**src/rtl/seg7_scan_decoder.sv**
```systemverilog
// seg7_scan_decoder: observes a 4-digit multiplexed, active-low 7-segment bus and
// recovers the hex nibble, decimal point and valid flag shown on each digit.
// The bus is asynchronous to clk; both halves are synchronised with two flops.
// Optional feature macro: SEG7_TIMEOUT_EN (per-digit refresh timeout on digit_valid).
module seg7_scan_decoder #(
    parameter int unsigned STABLE_CYCLES  = 4,
    parameter int unsigned TIMEOUT_CYCLES = 100000
) (
    input  logic        clk,
    input  logic        rst_n,
    input  logic [7:0]  signal,
    input  logic [3:0]  selector,
    output logic [15:0] hex,
    output logic [3:0]  dp,
    output logic [3:0]  digit_valid,
    output logic        update,
    output logic        pattern_err
);

    localparam int unsigned NDIG  = 4;
    localparam int unsigned SEG_W = 8;
    localparam int unsigned SEL_W = 4;
    localparam int unsigned SMP_W = SEL_W + SEG_W;
    localparam int unsigned CNT_W = $clog2(STABLE_CYCLES + 1);

    typedef enum logic [1:0] {
        IDLE   = 2'd0,
        SETTLE = 2'd1,
        HOLD   = 2'd2
    } state_t;

    // Reject configurations the stability filter cannot honour.
    if (STABLE_CYCLES < 2 || TIMEOUT_CYCLES < 1) begin : g_param_check
        $error("seg7_scan_decoder: STABLE_CYCLES must be >= 2 and TIMEOUT_CYCLES >= 1");
    end

    logic [SEG_W-1:0] sig_m, sig_q;
    logic [SEL_W-1:0] sel_m, sel_q;
    logic [SMP_W-1:0] sample_c;
    logic [SMP_W-1:0] prev_q;
    state_t           state_q, state_d;
    logic [CNT_W-1:0] cnt_q, cnt_d;
    logic             blank_c;
    logic             same_c;
    logic             capture_c;
    logic [3:0]       cap_nib_c;
    logic             cap_legal_c;
    logic [NDIG-1:0]  cap_digit_c;

    // Map a 7-segment pattern (active-low, g..a) to {legal, nibble}.
    function automatic logic [4:0] decode(input logic [6:0] seg);
        logic [4:0] r;
        r = 5'b0_0000;
        case (seg)
            7'h40: r = 5'b1_0000;
            7'h79: r = 5'b1_0001;
            7'h24: r = 5'b1_0010;
            7'h30: r = 5'b1_0011;
            7'h19: r = 5'b1_0100;
            7'h12: r = 5'b1_0101;
            7'h02: r = 5'b1_0110;
            7'h78: r = 5'b1_0111;
            7'h00: r = 5'b1_1000;
            7'h10: r = 5'b1_1001;
            7'h08: r = 5'b1_1010;
            7'h03: r = 5'b1_1011;
            7'h46: r = 5'b1_1100;
            7'h21: r = 5'b1_1101;
            7'h06: r = 5'b1_1110;
            7'h0E: r = 5'b1_1111;
            default: r = 5'b0_0000;
        endcase
        return r;
    endfunction

    // Two-flop synchronisers; reset to the blank bus.
    always_ff @(posedge clk or negedge rst_n) begin
        if (!rst_n) begin
            sig_m <= '1;
            sig_q <= '1;
            sel_m <= '1;
            sel_q <= '1;
        end else begin
            sig_m <= signal;
            sig_q <= sig_m;
            sel_m <= selector;
            sel_q <= sel_m;
        end
    end

    assign sample_c = {sel_q, sig_q};
    assign blank_c  = (sel_q == '1);
    assign same_c   = (sample_c == prev_q);

    // State, run counter and the previous synced sample.
    always_ff @(posedge clk or negedge rst_n) begin
        if (!rst_n) begin
            state_q <= IDLE;
            cnt_q   <= '0;
            prev_q  <= '1;
        end else begin
            state_q <= state_d;
            cnt_q   <= cnt_d;
            prev_q  <= sample_c;
        end
    end

    // Next state: count identical samples; capture once the run reaches STABLE_CYCLES.
    always_comb begin
        state_d   = state_q;
        cnt_d     = cnt_q;
        capture_c = 1'b0;
        case (state_q)
            IDLE: begin
                cnt_d = '0;
                if (!blank_c) begin
                    state_d = SETTLE;
                    cnt_d   = CNT_W'(1);
                end
            end
            SETTLE: begin
                capture_c = (cnt_q == CNT_W'(STABLE_CYCLES));
                if (blank_c) begin
                    state_d = IDLE;
                    cnt_d   = '0;
                end else if (!same_c) begin
                    cnt_d = CNT_W'(1);
                end else if (cnt_q == CNT_W'(STABLE_CYCLES)) begin
                    state_d = HOLD;
                end else begin
                    cnt_d = cnt_q + CNT_W'(1);
                end
            end
            HOLD: begin
                if (blank_c) begin
                    state_d = IDLE;
                    cnt_d   = '0;
                end else if (!same_c) begin
                    state_d = SETTLE;
                    cnt_d   = CNT_W'(1);
                end
            end
            default: begin
                state_d = IDLE;
                cnt_d   = '0;
            end
        endcase
    end

    // The captured sample is the one the run was counted on (previous cycle).
    always_comb begin
        {cap_legal_c, cap_nib_c} = decode(prev_q[6:0]);
        for (int i = 0; i < NDIG; i++) begin
            cap_digit_c[i] = capture_c && !prev_q[SEG_W + i];
        end
    end

`ifdef SEG7_TIMEOUT_EN
    localparam int unsigned AGE_W = $clog2(TIMEOUT_CYCLES + 1);

    logic [NDIG-1:0][AGE_W-1:0] age_q;
    logic [NDIG-1:0]            timeout_c;

    // Per-digit age since last capture, saturating at TIMEOUT_CYCLES.
    always_ff @(posedge clk or negedge rst_n) begin
        if (!rst_n) begin
            age_q <= '0;
        end else begin
            for (int i = 0; i < NDIG; i++) begin
                if (cap_digit_c[i]) begin
                    age_q[i] <= '0;
                end else if (age_q[i] != AGE_W'(TIMEOUT_CYCLES)) begin
                    age_q[i] <= age_q[i] + AGE_W'(1);
                end
            end
        end
    end

    // Timeout fires on the edge where the age reaches TIMEOUT_CYCLES (and after).
    always_comb begin
        for (int i = 0; i < NDIG; i++) begin
            timeout_c[i] = (age_q[i] >= AGE_W'(TIMEOUT_CYCLES - 1));
        end
    end
`endif

    // Output registers: write captured digits, sticky error, one-cycle update pulse.
    always_ff @(posedge clk or negedge rst_n) begin
        if (!rst_n) begin
            hex         <= '0;
            dp          <= '0;
            digit_valid <= '0;
            update      <= 1'b0;
            pattern_err <= 1'b0;
        end else begin
            update <= capture_c;
            if (capture_c && !cap_legal_c) begin
                pattern_err <= 1'b1;
            end
            for (int i = 0; i < NDIG; i++) begin
                if (cap_digit_c[i]) begin
                    if (cap_legal_c) begin
                        hex[4*i +: 4]  <= cap_nib_c;
                        dp[i]          <= ~prev_q[7];
                        digit_valid[i] <= 1'b1;
                    end else begin
                        digit_valid[i] <= 1'b0;
                    end
                end
`ifdef SEG7_TIMEOUT_EN
                else if (timeout_c[i]) begin
                    digit_valid[i] <= 1'b0;
                end
`endif
            end
        end
    end

endmodule

```
**config.mk**
```make
export PLATFORM = sky130hd
export DESIGN_NAME = seg7_scan_decoder
export DESIGN_NICKNAME = d
export VERILOG_FILES = /design/src/rtl/seg7_scan_decoder.sv
export SDC_FILE = /design/constraint.sdc
export NUM_CORES = 1
export LEC_CHECK = 0
export CORE_ASPECT_RATIO = 1.25
export CORE_MARGIN = 3
export CORE_UTILIZATION = 35
export DETAILED_ROUTE_END_ITERATION = 8
export GPL_ROUTABILITY_DRIVEN = 0
export SYNTH_ARGS = -nofsm -noshare
export SYNTH_HDL_FRONTEND = slang
export SYNTH_SLANG_ARGS = --single-unit
```
**constraint.sdc**
```tcl
create_clock -name clk -period 5.1 [get_ports clk]
set_clock_uncertainty 0.1 [all_clocks]
set_input_delay 0.51 -clock clk [delete_from_list [all_inputs] [get_ports clk]]
set_output_delay 0.51 -clock clk [all_outputs]
set_load 0.05 [all_outputs]
```
Yosys cells after proc, flatten, opt, wreduce, memory -nomap -nowiden. Index checks and enable logic that the tools add are counted.

Register bits after elaboration: 67. Bits of input ports: 14. Output and inout bits: 26. Logic and storage cells: 83.

Add/subtract/negate cells: 1. Equality and inequality tests: 25. Muxes and demuxes: 17. Bitwise logic cells: 1. Reduce and logical (&&, ||, !) cells: 18.

Operators with widths (number): one-hot mux 5 bit (16 select lines) (1); equality test 7 bit, second input constant (4); equality test 7 x 5 -> 1 bit, second input constant (3); equality test 7 x 6 -> 1 bit, second input constant (3); 2-to-1 mux 3 bit (5); equality test 7 x 2 -> 1 bit, second input constant (2); equality test 7 x 4 -> 1 bit, second input constant (2); equality test 12 bit (1); 2-to-1 mux 2 bit (6); AND reduction 2 bit (5); != test 3 bit, second input constant (3); one-hot mux 3 bit (3 select lines) (1); equality test 7 x 3 -> 1 bit, second input constant (1); logical NOT 7 bit (1); one-hot mux 2 bit (3 select lines) (1); logical AND 1 bit (5); logical NOT 1 bit (5); equality test 4 bit, second input constant (1); != test 4 bit, second input constant (1); AND reduction 4 bit (1); adder 3 x 1 -> 3 bit, second input constant (1); equality test 3 bit, second input constant (1); 2-to-1 mux 1 bit (3); equality test 2 x 1 -> 1 bit, second input constant (1); other kinds (4) (4).

Logic depth before layout (Yosys ltp). Gate-level depths: netlist of the first run.

Word-level depth: 5. Depth in mapped cells: 7. Mapped depth without buffers: 6.

Least setup slack after synthesis of the first run. OpenSTA, ideal clock, no wires.

Path type: register to register. Start point: register prev_q[3]. End point: register hex[13]. Setup time: 125 ps. Arrival: 1915 ps. Required time: 4875 ps. Slack: 2960 ps. Stages on the path, launching flop included: 8. Path buffers: 2. Period minus slack after synthesis: 2140 ps. Cells stage by stage: dfstp_2 -> buf_6 -> clkbuf_4 -> nand2_1 -> nor4_1 -> a21oi_2 -> a21boi_4 -> mux2_4.

Cells in the longest elaborated chain, start to end: 3. Elaborated cells between the ends (all ways): 18. Those cells by class: eq/ne: 15; mux: 1; reduce/logical: 2.

RTL lines: start, declared (line 40) `logic [SMP_W-1:0] prev_q;`; start signal, assigned (line 104) `prev_q <= sample_c;`; equality test 7 x 4 -> 1 bit, or another cell as far along (line 54) `case (seg)`; one-hot mux 5 bit (16 select lines) * (line 54); AND reduction 2 bit (no source line); end signal, assigned by index (line 203) `hex[4*i +: 4] <= cap_nib_c;`; end, declared (line 13) `output logic [15:0] hex,`.

Mark *: on every way between the ends. The rest lies on a longest branch, timed or not. A chain may end at the register's enable or synchronous reset.

Worst setup path in the final report of the first run.
Start point: register state_q[1]. End point: register hex[5].

Cells in the longest elaborated chain, start to end: 4.

RTL lines: start, declared (line 41) `state_t state_q, state_d;`; start signal, assigned (line 102) `state_q <= state_d;`; equality test 2 x 1 -> 1 bit (line 113) `case (state_q)`; 2-to-1 mux 1 bit (line 113); logical AND 1 bit (line 154) `cap_digit_c[i] = capture_c && !prev_q[SEG_W + i];`; AND reduction 2 bit (no source line).

Every way passes these cells.

==> results.md, run 1 <==
- Reg2Reg Depth: 5
- Routed vias: 1750
- Post-layout minimum cycle time: 2.35 ns
- Non-Filler Instances: ~350
- Skew-Pair Late Insertion Delay: 0.33 ns
- CP Max Fanout: 10
- CP endpoint kind: flop
- H-tree depth: 3
- Total grt overflow: 0
- Actual slew at the worst max-slew pin: approximately 0.8 ns
- Vias in the first global route: 1791
- Synth Flop Type: dfstp_2
- Initial drt markers: 133
- Die area: 0.00902 mm^2
- Final total power: 1.04 mW
- Fmax: 0.426 GHz
- Setup TNS: 0 ns
- Clk root buf: clkbuf_8
- Clk sinks: 67
- Num rows: 35
- Die X: 85.6 um
- VDD IR-drop max: 0.000207 V
- Post-synthesis sequential area ratio: about 62%
- Die height: 105 um
- RSZ-0062 raised after global routing: false
- WL/cell: 14.5 um
- Post-synth cell types: 45
- Fillers: 722
- Total clock buffers created by CTS: 9
- Initial Utilization: 36.8%
- Most numerous cell in the Yosys netlist: dfstp_2
- Final Max Tran Viols: 0
- Synth Area per Inst: 13.1 um^2
- Placeable Area: 0.00753 mm^2
- Post-layout util: a little under half
- Post-synth EDFFs: 0
- Largest net degree at the start of global routing: 68
- Final worst-path cycle share: 46.1%
- Final hold vios: 0
- CTS tree: yes
- Placed cell count: 335
- # hold bufs at CTS: 0
- NumNets Final: 270
- Synth top area cells: dfstp_2 (34%), dfrtp_1 (28%), xor2_1 (4.1%), a2bb2oi_1 (2.8%), a21boi_4 (2.7%)
- Cell taking the most area after synthesis: dfstp_2
- CTS resizes: 0
- Layout cells sized above 1: 26.6%
- Max clock buf depth: 2
- Vias/cell: 4.99
- Synth Register Bits: 67
- IO Pins: 40
- Pwr dens: 305 mW/mm^2
- HPWL Detailed: 3.52 mm
- WL final: 5.11 mm
- Buffers on Ports: 39
- Syn nets: ~230
- Status: finished clean
- Slew headroom: 46.7%
- Crit path kind: flop to flop
- Detail Route Antenna Nets: 0
- Endpoints failing setup: 0
- Initial antenna violation count: 0
- Post-Syn Area: between 0.002 and 0.003 mm^2
- Worst Path Required: roughly 5.2 ns
- Post-CTS setup buffer count: 0
- DRC: 0
- Crit start category: flop
- FFs w/ async S/R, synth: between 90% and 100%
- Post-Synthesis Cells: 211
- Max Cap Viol: 0
- Yosys warns: 0
- Synth-to-Final Area Change: 23.4%
- Diodes inserted: 0
- Top cell type's share of synthesized area: 34.1%
- Hold Path Class: input port to asynchronous set/reset pin
- Critical Path AT: 2.47 ns
- Leakage: 1.36 nW
- First-pass GRT wire length: 8.83 mm
- Post-synth top cells: dfstp_2 (36), dfrtp_1 (31), inv_1 (13), nor2_1 (13), xor2_1 (13)
- DR pass1 iterations: 4
- Total track usage: between 10% and 20%
- CTS clock-pin slew for the worst setup and hold paths: around 0.080 ns
==> cell type report <==
cell class	instances	area, um^2	area share (%)
flip-flops and latches	67	1720	50.4
multi-input cells	123	945	27.6
repair buffers	40	393	11.5
clock buffers	15	186	5.46
well taps	92	115	3.37
inverters	13	48.8	1.43
clock inverters	1	7.51	0.220
==> cells in the final DEF (no fill, tap or decap), drive strengths merged, types with 4 or more instances in the layout <==
cell and instances:
dfstp 36, clkdlybuf4s50 38, a21oi 13, a2bb2oi 9, nor3b 4, o21ai 8, nand2b 5, nand3 4
xor2 13, inv 13, mux2i 4, dfrtp 31, a211oi 4, clkbuf 15, a21boi 4, mux2 4
nor4 6, nand2 5, nor2 13
==> routing by layer <==
metal	wire length [um]	share of wire (%)	global-route usage [%]
met5	0	0	0
met1	2320	45	16.3
met4	113	2.2	6.79
met2	2530	49	19.6
met3	146	2.9	2.81
==> kinds of logic (layout without fill, tap and decap cells) <==
family / after synthesis / after routing / share of synthesized area [%]
AND/OR/NAND/NOR: 53 / 53 / 11.9
buffers and inverters: 21 / 69 / 3.75
XOR/XNOR: 13 / 13 / 4.11
adder cells (fa/ha/maj): 2 / 2 / 0.903
AO/OA/AOI/OAI: 47 / 47 / 13.6
flip-flops: 67 / 67 / 62.1
multiplexers: 8 / 8 / 3.61
==> critical path, stage by stage, from the launching register on <==
cell and delay (ns):
dfrtp_1 0.42, and2b_1 0.26, nand3_1 0.32, nor2_1 0.48, a21boi_4 0.34, mux2_4 0.32
==> per-stage QoR <==
step | hold WS, ns | worst slack (ns) | area, um^2
6_report | 0.244 | 2.75 | 3420
5_1_grt | 0.259 | 2.58 | 3420
4_1_cts | 0.256 | 2.76 | 3420
3_5_place_dp | 0.247 | 2.77 | 3220
3_3_place_gp | 0.246 | 2.76 | 3220
2_1_floorplan | 0.114 | 2.96 | 2770
==> registers in the layout (all words and copies together), names as in the netlist <==
signal,cells
cnt_q,3
digit_valid,4
dp,4
hex,16
pattern_err,1
prev_q,12
sel_m,4
sel_q,4
sig_m,8
sig_q,8
state_q,2
update,1
==> path summary, 6_finish.rpt <==
path                       startpoint         end  slack (ns)
max                        state_q[1]      hex[5]        2.75
min in group clk             sig_m[4]    sig_q[4]        0.25
max in group asynchronous       rst_n  state_q[1]        4.14
min                             rst_n      hex[8]        0.24
max reg2reg                state_q[1]      hex[5]        2.75
min reg2reg                  sig_m[4]    sig_q[4]        0.25
==> power breakdown <==
group / switching (mW) / total, mW / internal [mW]
Sequential: 0.0182 / 0.577 / 0.558
Clock: 0.187 / 0.418 / 0.230
Combinational: 0.0252 / 0.0478 / 0.0226
(Power assumes the default switching activity.)
==> run 2, diff against run 1 <==
==> constraint.sdc (replaced) <==
create_clock -name clk -period 2.4 [get_ports clk]
set_clock_uncertainty 0.1 [all_clocks]
set_input_delay 0.24 -clock clk [delete_from_list [all_inputs] [get_ports clk]]
set_output_delay 0.24 -clock clk [all_outputs]
set_load 0.05 [all_outputs]
==> run 2 against run 1 <==
  * Cell count increased by 2.6%
  * Routed wire length increased by 3.6%
  * Maximum frequency increased by 3.6%
  * Sequential power increased by 110%
  * Flip-flop and latch count unchanged
  * Total power increased by 110%
  * Largest cell class unchanged
  * Highest routed layer unchanged
==> results.md, run 2 (synthesized netlist as in run 1, its figures left out) <==
- Layout cells sized above 1: 29.5%
- Endpoints failing setup: 0
- Post-layout util: a little under half
- Skew-Pair Late Insertion Delay: 0.35 ns
- Hold Path Class: input port to flop
- DRC: 0
- Vias in the first global route: around 1900
- Largest reg by FF count: hex
- Num rows: 35
- CTS clock-pin slew for the worst setup and hold paths: 0.08 ns
- Hold_ws: 0.188 ns
- Crit path kind: flop to flop
- Final Max Tran Viols: 0
- Post-CTS setup buffer count: 0
- Buffers on Ports: 39
- HPWL Detailed: 3.75 mm
- Worst hold start: selector[2]
- Total grt overflow: 0
- Die height: 105 um
- Routed vias: 1765
- Total track usage: approximately an eighth
- Post-layout minimum cycle time: around 2.3 ns
- Setup TNS: 0 ns
- Leakage: 1.41 nW
- DR pass1 iterations: 4
- Final hold vios: 0
- IO Pins: 40
- Worst Path Required: 2.53 ns
- Met3 GRT Util: just over 3%
- NumNets Final: 279
- Largest net degree at the start of global routing: 39
- Max clock buf depth: 2
- Met1 usage: ~17%
- First-pass GRT wire length: 9.22 mm
- Total clock buffers created by CTS: 9
- Reg2reg start: prev_q[1]
- Pwr dens: 623 mW/mm^2
- Max Cap Viol: 0
- Grt peak-use layer: met2
- H-tree depth: 3
- Final worst-path cycle share: 94.5%
- CTS resizes: 0
- Biggest regs: hex (16), prev_q (12)
- Initial antenna violation count: 0
- WL final: 5.29 mm
- Clk sinks: 67
- Detail Route Antenna Nets: 0
- Initial drt markers: 96
- CP Launch Point: prev_q[1]
- WL/cell: 14.7 um
- Vias/cell: 4.90
- Die X: 85.6 um
- Status: finished clean
- CTS tree: yes
- Slew headroom: approximately 53%
- Actual slew at the worst max-slew pin: 0.701 ns
- Fmax: 0.441 GHz
- Die area: 0.00902 mm^2
- VDD IR-drop max: a little under 0.0004 V
- Crit start category: flop
- RSZ-0062 raised after global routing: false
- CP Max Fanout: 13
- Diodes inserted: 0
- Most frequent cells in the layout: clkdlybuf4s50_1 (38), dfstp_2 (36), dfrtp_1 (31)
- Global Route met2 Usage: 21.2%
- Critical Path AT: approximately 2.4 ns
- Initial Utilization: between 30% and 40%
- Max FFs per register: 16
- Clk root buf: clkbuf_8
- Most common cell after layout, fill and taps aside: clkdlybuf4s50_1
- CP endpoint kind: flop
- Placeable Area: 0.00753 mm^2
- Synth-to-Final Area Change: 25.7%
-- run 2: stage by stage --
step | cells | power (mW) | setup WS, ns | area [um^2]
6_report | 360 | 2.17 | 0.132 | 3480
2_1_floorplan | 211 | 1.29 | 0.260 | 2770
3_3_place_gp | 343 | 1.35 | 0.175 | 3300
4_1_cts | 360 | 2.21 | 0.122 | 3480
3_5_place_dp | 343 | 1.36 | 0.133 | 3300
5_1_grt | 360 | 2.28 | 0.0137 | 3480
-- run 2: power breakdown --
part	switching [mW]	leakage (nW)	internal (mW)	total [mW]
registers	0.0348	0.802	1.19	1.22
logic	0.0589	0.514	0.0542	0.113
clock network	0.454	0.0900	0.381	0.835
-- run 2: path summary, 6_finish.rpt --
check	to	slack [ns]	cells past startpoint
max	hex[9]	0.13	5
min reg2reg	sig_q[0]	0.25	0
min in group asynchronous	hex[10]	0.38	2
min	sel_m[2]	0.19	1
max reg2reg	hex[9]	0.13	5
max in group asynchronous	sig_m[6]	1.12	3
-- run 2: cell type report --
class | instances | area (um^2)
Clock buffer | 9 | 124
Fill cell | 705 | 4050
Timing Repair Buffer | 49 | 475
Clock inverter | 7 | 52.6
Tap cell | 92 | 115
Inverter | 13 | 48.8
Multi-Input combinational cell | 123 | 945
Sequential cell | 67 | 1720
-- run 2: metal layers --
layer  vias up  wire, um
li1        854         -
met1       870      2280
met2        36      2740
met3         5       203
met4         0        63
met5         -         0
-- run 2: critical path, cell delays in order (launching register included) --
cell and delay (ns):
dfstp_2 0.65, nor4bb_1 0.35, a22o_1 0.22, and4bb_4 0.30, a21boi_4 0.22, mux2_4 0.32
-- run 2: timing repair --
| action | CTS | global route |
|---|---|---|
| hold endpoints to repair | 16 | 0 |
| setup endpoints to repair | 0 | 0 |
| hold buffers | 1 | 0 |
